==> src/rtl/matrix_result_unloader.sv <==
// matrix_result_unloader: snapshots the result bank and streams it out word by word
//
// Ports:
//   clk            rising-edge clock
//   reset          asynchronous, active-high
//   start          request an unload (sampled in IDLE only)
//   abort          synchronous cancel of an unload in progress
//   results_in     flattened result bank, word i at [i*DATA_W +: DATA_W]
//   out_ready      downstream accepts dout this cycle
//   dout           current result word
//   dout_valid     dout / dout_idx are valid
//   dout_idx       index of the word on dout
//   final_mux_sel  result-mux select, always equal to dout_idx
//   busy           high in SEND and DONE
//   done           one-cycle pulse after the last word is accepted
//   mem_clr        one-cycle pulse clearing the result memory
module matrix_result_unloader #(
    parameter int DATA_W      = 16,
    parameter int NUM_RES     = 9,
    parameter int SEL_W       = 4,
    parameter int CLR_ON_DONE = 1
) (
    input  logic                      clk,
    input  logic                      reset,
    input  logic                      start,
    input  logic                      abort,
    input  logic [NUM_RES*DATA_W-1:0] results_in,
    input  logic                      out_ready,
    output logic [DATA_W-1:0]         dout,
    output logic                      dout_valid,
    output logic [SEL_W-1:0]          dout_idx,
    output logic [SEL_W-1:0]          final_mux_sel,
    output logic                      busy,
    output logic                      done,
    output logic                      mem_clr
);
    typedef enum logic [1:0] {IDLE = 2'd0, SEND = 2'd1, DONE = 2'd2} state_t;

    localparam logic [SEL_W-1:0] LAST = SEL_W'(NUM_RES - 1);

    state_t             state, state_n;
    logic [DATA_W-1:0]  snap [NUM_RES];
    logic [SEL_W-1:0]   idx_n;
    logic [DATA_W-1:0]  dout_n;
    logic               valid_n, done_n, clr_n, busy_n, cap;

    always_ff @(posedge clk or posedge reset) begin
        if (reset) begin
            state         <= IDLE;
            dout          <= '0;
            dout_valid    <= 1'b0;
            dout_idx      <= '0;
            final_mux_sel <= '0;
            busy          <= 1'b0;
            done          <= 1'b0;
            mem_clr       <= 1'b0;
            for (int i = 0; i < NUM_RES; i++) snap[i] <= '0;
        end else begin
            state         <= state_n;
            dout          <= dout_n;
            dout_valid    <= valid_n;
            dout_idx      <= idx_n;
            final_mux_sel <= idx_n;
            busy          <= busy_n;
            done          <= done_n;
            mem_clr       <= clr_n;
            if (cap) for (int i = 0; i < NUM_RES; i++) snap[i] <= results_in[i*DATA_W +: DATA_W];
        end
    end

    // The word for the first beat comes straight from results_in because the
    // snapshot is only written on the same edge.
    always_comb begin
        state_n = state;
        idx_n   = dout_idx;
        dout_n  = dout;
        valid_n = dout_valid;
        done_n  = 1'b0;
        clr_n   = 1'b0;
        cap     = 1'b0;
        case (state)
            IDLE: begin
                if (start && !abort) begin
                    state_n = SEND;
                    idx_n   = '0;
                    dout_n  = results_in[DATA_W-1:0];
                    valid_n = 1'b1;
                    cap     = 1'b1;
                end
            end
            SEND: begin
                if (abort) begin
                    state_n = IDLE;
                    idx_n   = '0;
                    dout_n  = '0;
                    valid_n = 1'b0;
                    clr_n   = 1'b1;
                end else if (out_ready) begin
                    if (dout_idx == LAST) begin
                        state_n = DONE;
                        idx_n   = '0;
                        dout_n  = '0;
                        valid_n = 1'b0;
                        done_n  = 1'b1;
                        clr_n   = (CLR_ON_DONE != 0);
                    end else begin
                        idx_n  = dout_idx + 1'b1;
                        dout_n = snap[idx_n];
                    end
                end
            end
            DONE: begin
                state_n = IDLE;
            end
            default: begin
                state_n = IDLE;
                idx_n   = '0;
                dout_n  = '0;
                valid_n = 1'b0;
            end
        endcase
        busy_n = (state_n == SEND) || (state_n == DONE);
    end
endmodule

==> config.mk <==
export PLATFORM = sky130hd
export DESIGN_NAME = matrix_result_unloader
export DESIGN_NICKNAME = d
export VERILOG_FILES = /design/src/rtl/matrix_result_unloader.sv
export SDC_FILE = /design/constraint.sdc
export NUM_CORES = 1
export LEC_CHECK = 0
export ABC_AREA = 1
export CAP_MARGIN = 20
export CORE_MARGIN = 3
export CORE_UTILIZATION = 51
export DETAILED_ROUTE_END_ITERATION = 8
export PLACE_DENSITY = 0.9
export SETUP_SLACK_MARGIN = 0.02
export SLEW_MARGIN = 20
export SYNTH_ARGS = -nofsm -noshare
export SYNTH_HDL_FRONTEND = slang
export SYNTH_SLANG_ARGS = --single-unit
==> constraint.sdc <==
create_clock -name clk -period 6.3 [get_ports clk]
set_clock_uncertainty 0.2 [all_clocks]
set_input_delay 0.945 -clock clk [delete_from_list [all_inputs] [get_ports clk]]
set_output_delay 0.945 -clock clk [all_outputs]
set_load 0.01 [all_outputs]
=== Word-level counts from Yosys, hierarchy flattened ===
Cells that the tools add are included.

* Bitwise operators: 2
* Equal/unequal tests: 8
* Muxes and demuxes: 31
* $add $sub $neg: 1
* Order comparisons: 1
* Reductions and logical operators: 6

{| class="wikitable"
|+ Operators with widths
! kind !! number
|-
| $mux W16 || 6
|-
| $bmux W16 S4 || 1
|-
| $pmux W16 S3 || 1
|-
| $mux W4 || 4
|-
| $mux W1 || 12
|-
| $pmux W4 S3 || 1
|-
| $mux W2 || 4
|-
| $ne A3 B3 Y1 const B || 2
|-
| $ge A5 B5 Y1 const B || 1
|-
| $not A4 Y5 || 1
|-
| $add A4 B1 Y4 const B || 1
|-
| $eq A2 B1 Y1 const B || 2
|-
| $eq A2 B2 Y1 const B || 2
|-
| $eq A4 B4 Y1 const B || 1
|-
| $pmux W2 S2 || 1
|-
| $reduce_and A4 Y1 || 1
|-
| $pmux W1 S3 || 1
|-
| $reduce_and A3 Y1 || 1
|-
| $logic_not A2 Y1 || 1
|-
| $ne A2 B2 Y1 const B || 1
|-
| $logic_and A1 B1 Y1 || 1
|-
| $logic_not A1 Y1 || 1
|-
| $logic_or A1 B1 Y1 || 1
|-
| $not A1 Y1 || 1
|}

* Word-level logic and storage cells: 65
* Bits in registers: 170

=== Logic depth before layout (Yosys ltp) ===
Gate-level depths: netlist of the first run.

* Word-level depth: 9
* Gate-level depth with buffers: 16

=== Worst setup path before layout of the first run ===
OpenSTA, ideal clock, no wires.

* Kind: reg-to-reg
* Start: register final_mux_sel[0] (netlist name)
* End: register dout[0]
* Required time: 5.983 ns
* Period minus slack after synthesis: 2.461 ns
* Buffers on the path: 4
* Library setup time: 0.117 ns
* Stages on the path, launching flop included: 17
* Arrival time: 2.144 ns
* Setup slack: 3.839 ns
* Cell sequence: dfrtp_1 inv_2 buf_2 buf_2 ha_1 clkbuf_1 inv_2 clkbuf_1 nor2_1 nand2_1 nand3_1 nand3_1 nand2_1 nand2_1 nand2_1 nand2_1 nand2_1

{| class="wikitable"
|+ RTL lines
! element !! line !! source
|-
| end signal, assigned || 60 || <nowiki>dout <= dout_n;</nowiki>
|-
| end, declared || 29 || <nowiki>output logic [DATA_W-1:0] dout,</nowiki>
|}

==> impl_metrics.env, run 1 <==
export IMPL_status="completed"
export IMPL_n_antenna_cell=0
export IMPL_grt_overflow=0
export IMPL_core_area_um2=15900
export IMPL_tns_ns=0
export IMPL_grt_usage_pct=26.6
export IMPL_crit_arrival_ns=4.25
export IMPL_cp_slowest_cell="inv_2"
export IMPL_viasPerCell=5.38
export IMPL_syn_inst=1039
export IMPL_synth_area_um2=8350
export IMPL_die_w_um=134
export IMPL_crit_path_cell_trace="inv_2 > ha_1 > inv_2 > nand2_1 > nor2_2 > nand3_1 > nand2_1 > nand2_1 > nand2_1 > nand2_1 > nand2_1"
export IMPL_crit_fanout=57
export IMPL_cp_end_kind="register"
export IMPL_dr_total_vias=7563
export IMPL_cellPowerDensity_nw_per_um2=324
export IMPL_ys_seq_area_share_pct=51.0
export IMPL_final_cell_mix="nand2_1 (247), clkdlybuf4s50_1 (176), dfrtp_1 (169), nor2_1 (141), inv_1 (129)"
export IMPL_nNetsFinal=1327
export IMPL_numCtsBuffers=17
export IMPL_grt_max_degree=143
export IMPL_rows=46
export IMPL_fin_crit_sh_pct=64.6
export IMPL_pin_count=177
export IMPL_relSlewSlack_pct=28.4
export IMPL_cts_sinks=170
export IMPL_postCtsSetupRepairBufs=0
export IMPL_mostFrequentLayoutCell="nand2_1"
export IMPL_hold_viol=0
export IMPL_path_clk_slew_ns=0.07
export IMPL_die_y_um=134
export IMPL_antenna_left=0
export IMPL_path_common_cell="nand2_1"
export IMPL_place_ws_ns=2.31
export IMPL_cpPeakStageDelay_ns=0.74
export IMPL_crit_type="register to register"
export IMPL_drt_iter0_markers=838
export IMPL_hold_path_class="register to register"
export IMPL_yosys_warnings=0
export IMPL_synth_top_area_share_pct=51.0
export IMPL_hpwl_um=16300
export IMPL_clock_path_buffers=2
export IMPL_hold_start="dout[3]$_DFFE_PP0P_"
export IMPL_place_inst=1373
export IMPL_dr_pass1_iters=5
export IMPL_fp_dieArea_um2=17900
export IMPL_post_synth_top_area_cell="dfrtp_1"
export IMPL_min_to="dout[3]$_DFFE_PP0P_"
export IMPL_slew_viol_final=0
export IMPL_rrSetupSlack_ns=2.23
export IMPL_grt_pass1_vias=7446
export IMPL_timing_fmax_mhz=246
export IMPL_reg2reg_depth=11
export IMPL_cts_tree="built"
export IMPL_stdcell_count=1405
export IMPL_worstSetupStartpointType="register"
export IMPL_power_leakage_nw=5.26
export IMPL_drive_gt1_share_pct=8.33
export IMPL_hold_path_depth=2
export IMPL_root_buffer="clkbuf_16"
export IMPL_setup_viol_count_final=0
export IMPL_wire_per_inst_um=16.5
export IMPL_tightest_slew_ns=1.07
export IMPL_avgSynthCellArea_um2=8.03
export IMPL_grt_pass1_wl_um=37400
export IMPL_grt_setup_unrepaired="no"
export IMPL_cts_resized=0
export IMPL_setup_slack_ns=2.23
export IMPL_post_route_util_pct=67.2
export IMPL_cts_max_level=4
export IMPL_irDropWorstVdd_mv=0.240
export IMPL_start_util_pct=52.3
export IMPL_r2r_start="final_mux_sel[0]$_DFFE_PP0P_"
export IMPL_r2r_end="dout[7]$_DFFE_PP0P_"
export IMPL_clk_latency_ns=0.44
export IMPL_antenna_found_initial=0
export IMPL_cap_violations=0
export IMPL_postRouteWirelength_um=23200
export IMPL_total_power_mw=3.47
export IMPL_fill_cells=1250
export IMPL_crit_required_ns=6.48
export IMPL_port_buffers=176
export IMPL_place_gp_congestion=0.862
export IMPL_yosys_top_cells_area="dfrtp_1 (51%), nand2_1 (11%), a21oi_1 (7.3%)"
export IMPL_ys_types=26
export IMPL_period_needed_ns=4.07
export IMPL_syn_nets=1190
export IMPL_drc=0
export IMPL_postCtsHoldBufs=0
export IMPL_syn2layout_area_growth_pct=28.3
export IMPL_ys_seq_elements=170
[flip-flops by register name, summed over array words and instances (netlist names)]
name,count
final_mux_sel,4
busy,1
dout,16
snap,144
state,2
done,1
dout_valid,1
mem_clr,1
[how the worst max path moves through the flow]
stage / to / slack [ns] / from
2_1_floorplan: busy$_DFF_PP0_ / 0.55 / reset
3_3_place_gp: dout[10]$_DFFE_PP0P_ / 2.50 / final_mux_sel[0]$_DFFE_PP0P_
3_5_place_dp: dout[7]$_DFFE_PP0P_ / 2.31 / final_mux_sel[0]$_DFFE_PP0P_
4_1_cts: dout[7]$_DFFE_PP0P_ / 2.27 / final_mux_sel[0]$_DFFE_PP0P_
5_1_grt: dout[6]$_DFFE_PP0P_ / 1.90 / final_mux_sel[0]$_DFFE_PP0P_
6_report: dout[7]$_DFFE_PP0P_ / 2.23 / final_mux_sel[0]$_DFFE_PP0P_
[cells by family after synthesis]
group	after synthesis	share of synthesized area [%]
adders and majority gates	2	0.300
DFF	170	51.0
AOI/OAI and AO/OA	128	7.75
buffers and inverters	197	9.99
muxes	24	3.24
xor gates and xnor gates	4	0.780
and+or+nand+nor	514	27.0
[metrics by stage]
stage,hold WS (ns),instance area (um^2)
after CTS,0.284,10700
after detailed placement,0.267,10100
after floorplan,0.265,8350
after global routing,0.296,10700
after global placement,0.267,10100
final,0.283,10700
[synth_stat cells]
master,number
buf_6,4
buf_2,29
mux2_1,5
dlygate4sd1_1,1
buf_4,5
o22ai_1,3
nor2_4,2
buf_1,3
nand3_1,93
nor2_1,141
inv_1,130
clkbuf_4,1
nor2_2,1
inv_2,4
mux2_2,19
o21ai_0,2
ha_1,2
xnor2_2,1
xor2_2,3
o21ai_1,1
o31ai_1,1
nand2_1,247
nand3_2,30
a21oi_1,121
dfrtp_1,170
clkbuf_1,20
[layout make-up]
class                      count  area (um^2)  share of cell area (%)
inverter                     134          508                    4.74
clock buffer                  18          439                    4.10
multi-input combinational    672         3270                    30.5
sequential                   170         4260                    39.7
timing repair buffer         181         1810                    16.9
tap                          216          270                    2.52
clock inverter                14          158                    1.47
[critical path, delay by kind of cell, from the launching register on]
| family | cells | cell delay, ns |
|---|---|---|
| buffers and inverters | 2 | 1.41 |
| AND/OR/NAND/NOR | 8 | 1.28 |
| adder cells (fa/ha/maj) | 1 | 0.70 |
| flip-flops | 1 | 0.41 |
[power by group]
| group | internal [mW] | switching (mW) | leakage, nW |
|---|---|---|---|
| combinational | 0.400 | 0.586 | 3.06 |
| sequential | 1.33 | 0.100 | 1.92 |
| clock | 0.602 | 0.456 | 0.285 |
| total | 2.33 | 1.14 | 5.26 |
[layer usage]
layer / vias to the layer above / GRT usage, % / part of all wire, %
met5: - / 0 / 0
met4: 0 / 15.3 / 5.4
met3: 86 / 5.59 / 8.2
met2: 427 / 40.0 / 46
met1: 3540 / 36.0 / 40
li1: 3510 / - / -
Power figures use the tool's default switching activity.
==> run 2, diff against run 1 <==
Settings changed: CORE_UTILIZATION 51 to 47, PLACE_DENSITY 0.9 to 0.88.
Clock period 6.3 ns to 3.57 ns, I/O delays scaled along.
==> run 2 against run 1 <==
Die area is 8.1% higher. Non-clock buffer count is 8 higher. Register-to-register slack got worse by 1.4 ns. Largest power group unchanged. Global-route usage is 2.3 points lower. Routed wire length grew 0.34%.
==> impl_metrics.env, run 2 (same netlist as run 1, synthesis figures left out) <==
export IMPL_clk_latency_ns=0.43
export IMPL_hold_viol=0
export IMPL_syn2layout_area_growth_pct=29.9
export IMPL_largest_reg_flops=144
export IMPL_drc=0
export IMPL_cts_tree="built"
export IMPL_period_needed_ns=2.74
export IMPL_drive_gt1_share_pct=8.86
export IMPL_slew_viol_final=0
export IMPL_place_ws_ns=0.832
export IMPL_cp_end_kind="register"
export IMPL_power_leakage_nw=5.33
export IMPL_path_clk_slew_ns=0.06
export IMPL_post_route_util_pct=62.5
export IMPL_postCtsHoldBufs=0
export IMPL_fp_dieArea_um2=19400
export IMPL_tns_ns=0
export IMPL_core_area_um2=17400
export IMPL_reg_top3="snap x144, dout x16, final_mux_sel x4"
export IMPL_place_gp_congestion=0.890
export IMPL_crit_fanout=56
export IMPL_numCtsBuffers=17
export IMPL_dr_total_vias=7356
export IMPL_place_area_um2=10200
export IMPL_port_buffers=176
export IMPL_postRouteWirelength_um=23300
export IMPL_relSlewSlack_pct=51.8
export IMPL_setup_slack_ns=0.831
export IMPL_fin_crit_sh_pct=76.7
export IMPL_clock_path_buffers=2
export IMPL_hpwl_um=16500
export IMPL_crit_required_ns=3.73
export IMPL_die_w_um=139
export IMPL_grt_pass1_vias=7274
export IMPL_grt_usage_pct=24.3
export IMPL_worstSetupStartpointType="register"
export IMPL_crit_type="register to register"
export IMPL_final_cell_mix="nand2_1 (247), clkdlybuf4s50_1 (176), dfrtp_1 (169), nor2_1 (141), inv_1 (129)"
export IMPL_status="completed"
export IMPL_top_register="snap"
export IMPL_die_y_um=139
export IMPL_crit_arrival_ns=2.90
export IMPL_grt_pass1_wl_um=37900
export IMPL_root_buffer="clkbuf_16"
export IMPL_cap_violations=0
export IMPL_n_antenna_cell=0
export IMPL_nNetsFinal=1335
export IMPL_viasPerCell=5.17
export IMPL_mostFrequentLayoutCell="nand2_1"
export IMPL_dr_pass1_iters=5
export IMPL_setup_viol_count_final=0
export IMPL_cts_resized=0
export IMPL_antenna_left=0
export IMPL_cellPowerDensity_nw_per_um2=570
export IMPL_antenna_found_initial=1
export IMPL_grt_setup_unrepaired="no"
export IMPL_timing_fmax_mhz=365
export IMPL_hold_path_class="input port to async pin"
export IMPL_rrSetupSlack_ns=0.83
export IMPL_irDropWorstVdd_mv=0.365
export IMPL_postLayoutCellArea_um2=10800
export IMPL_pin_count=177
export IMPL_tightest_slew_ns=0.723
export IMPL_rows=48
export IMPL_start_util_pct=48.1
export IMPL_grt_overflow=0
export IMPL_drt_iter0_markers=697
export IMPL_grt_max_degree=108
export IMPL_postCtsSetupRepairBufs=0
export IMPL_total_power_mw=6.18
export IMPL_wire_per_inst_um=16.4
export IMPL_cts_max_level=4
export IMPL_cts_sinks=170
==> run 2: cell count changes in the layout (fill, tap and decap cells not counted) <==
cell,change
buf_12,+3
clkbuf_1,+1
clkbuf_8,+3
bufinv_16,+1
clkinv_2,+2
clkinvlp_4,-1
inv_6,-6
buf_4,+5
==> run 2: final timing paths <==
| check | start | to | cells after the start |
|---|---|---|---|
| worst max-delay path | final_mux_sel[0]$_DFFE_PP0P_ | dout[6]$_DFFE_PP0P_ | 9 |
| worst min-delay path | reset | snap[61]$_DFFE_PP0P_ | 2 |
| worst max register to register | final_mux_sel[0]$_DFFE_PP0P_ | dout[6]$_DFFE_PP0P_ | 9 |
| worst min register to register | dout[4]$_DFFE_PP0P_ | dout[4]$_DFFE_PP0P_ | 2 |
| max in group asynchronous | reset | final_mux_sel[0]$_DFFE_PP0P_ | 3 |
| min in group clk | dout[4]$_DFFE_PP0P_ | dout[4]$_DFFE_PP0P_ | 2 |
==> run 2: where the power goes <==
part | internal [mW] | switching [mW]
sequential | 2.34 | 0.183
combinational | 0.721 | 1.01
clock | 1.18 | 0.752
==> run 2: final cells by class <==
type / count / area (um^2)
Fill cell: 1417 / 6520
Clock inverter: 10 / 139
Clock buffer: 22 / 484
Tap cell: 225 / 282
Inverter: 134 / 507
Multi-Input combinational cell: 672 / 3270
Timing Repair Buffer: 189 / 1910
Sequential cell: 170 / 4260
==> run 2: worst max-delay path, stage by stage, from the launching register on <==
cell	delay, ns
dfrtp_2	0.62
buf_4	0.59
nand2_1	0.14
nor2_2	0.57
nand3_1	0.20
nand2_1	0.12
nand2_1	0.05
nand2_1	0.07
nand2_1	0.05
nand2_1	0.06
==> run 2: routing by layer <==
layer	part of all wire, %	vias up	global-route usage [%]
met5	0.056	-	0
met4	3.0	2	9.37
met3	6.6	49	4.91
met2	49	326	39.1
met1	42	3462	32.6
li1	-	3517	-
==> run 2: stage by stage <==
stage	std cells	hold slack, ns
6_report	1422	0.286
5_1_grt	1422	0.306
4_1_cts	1422	0.286
3_5_place_dp	1390	0.270
3_3_place_gp	1390	0.267
2_1_floorplan	1039	0.265
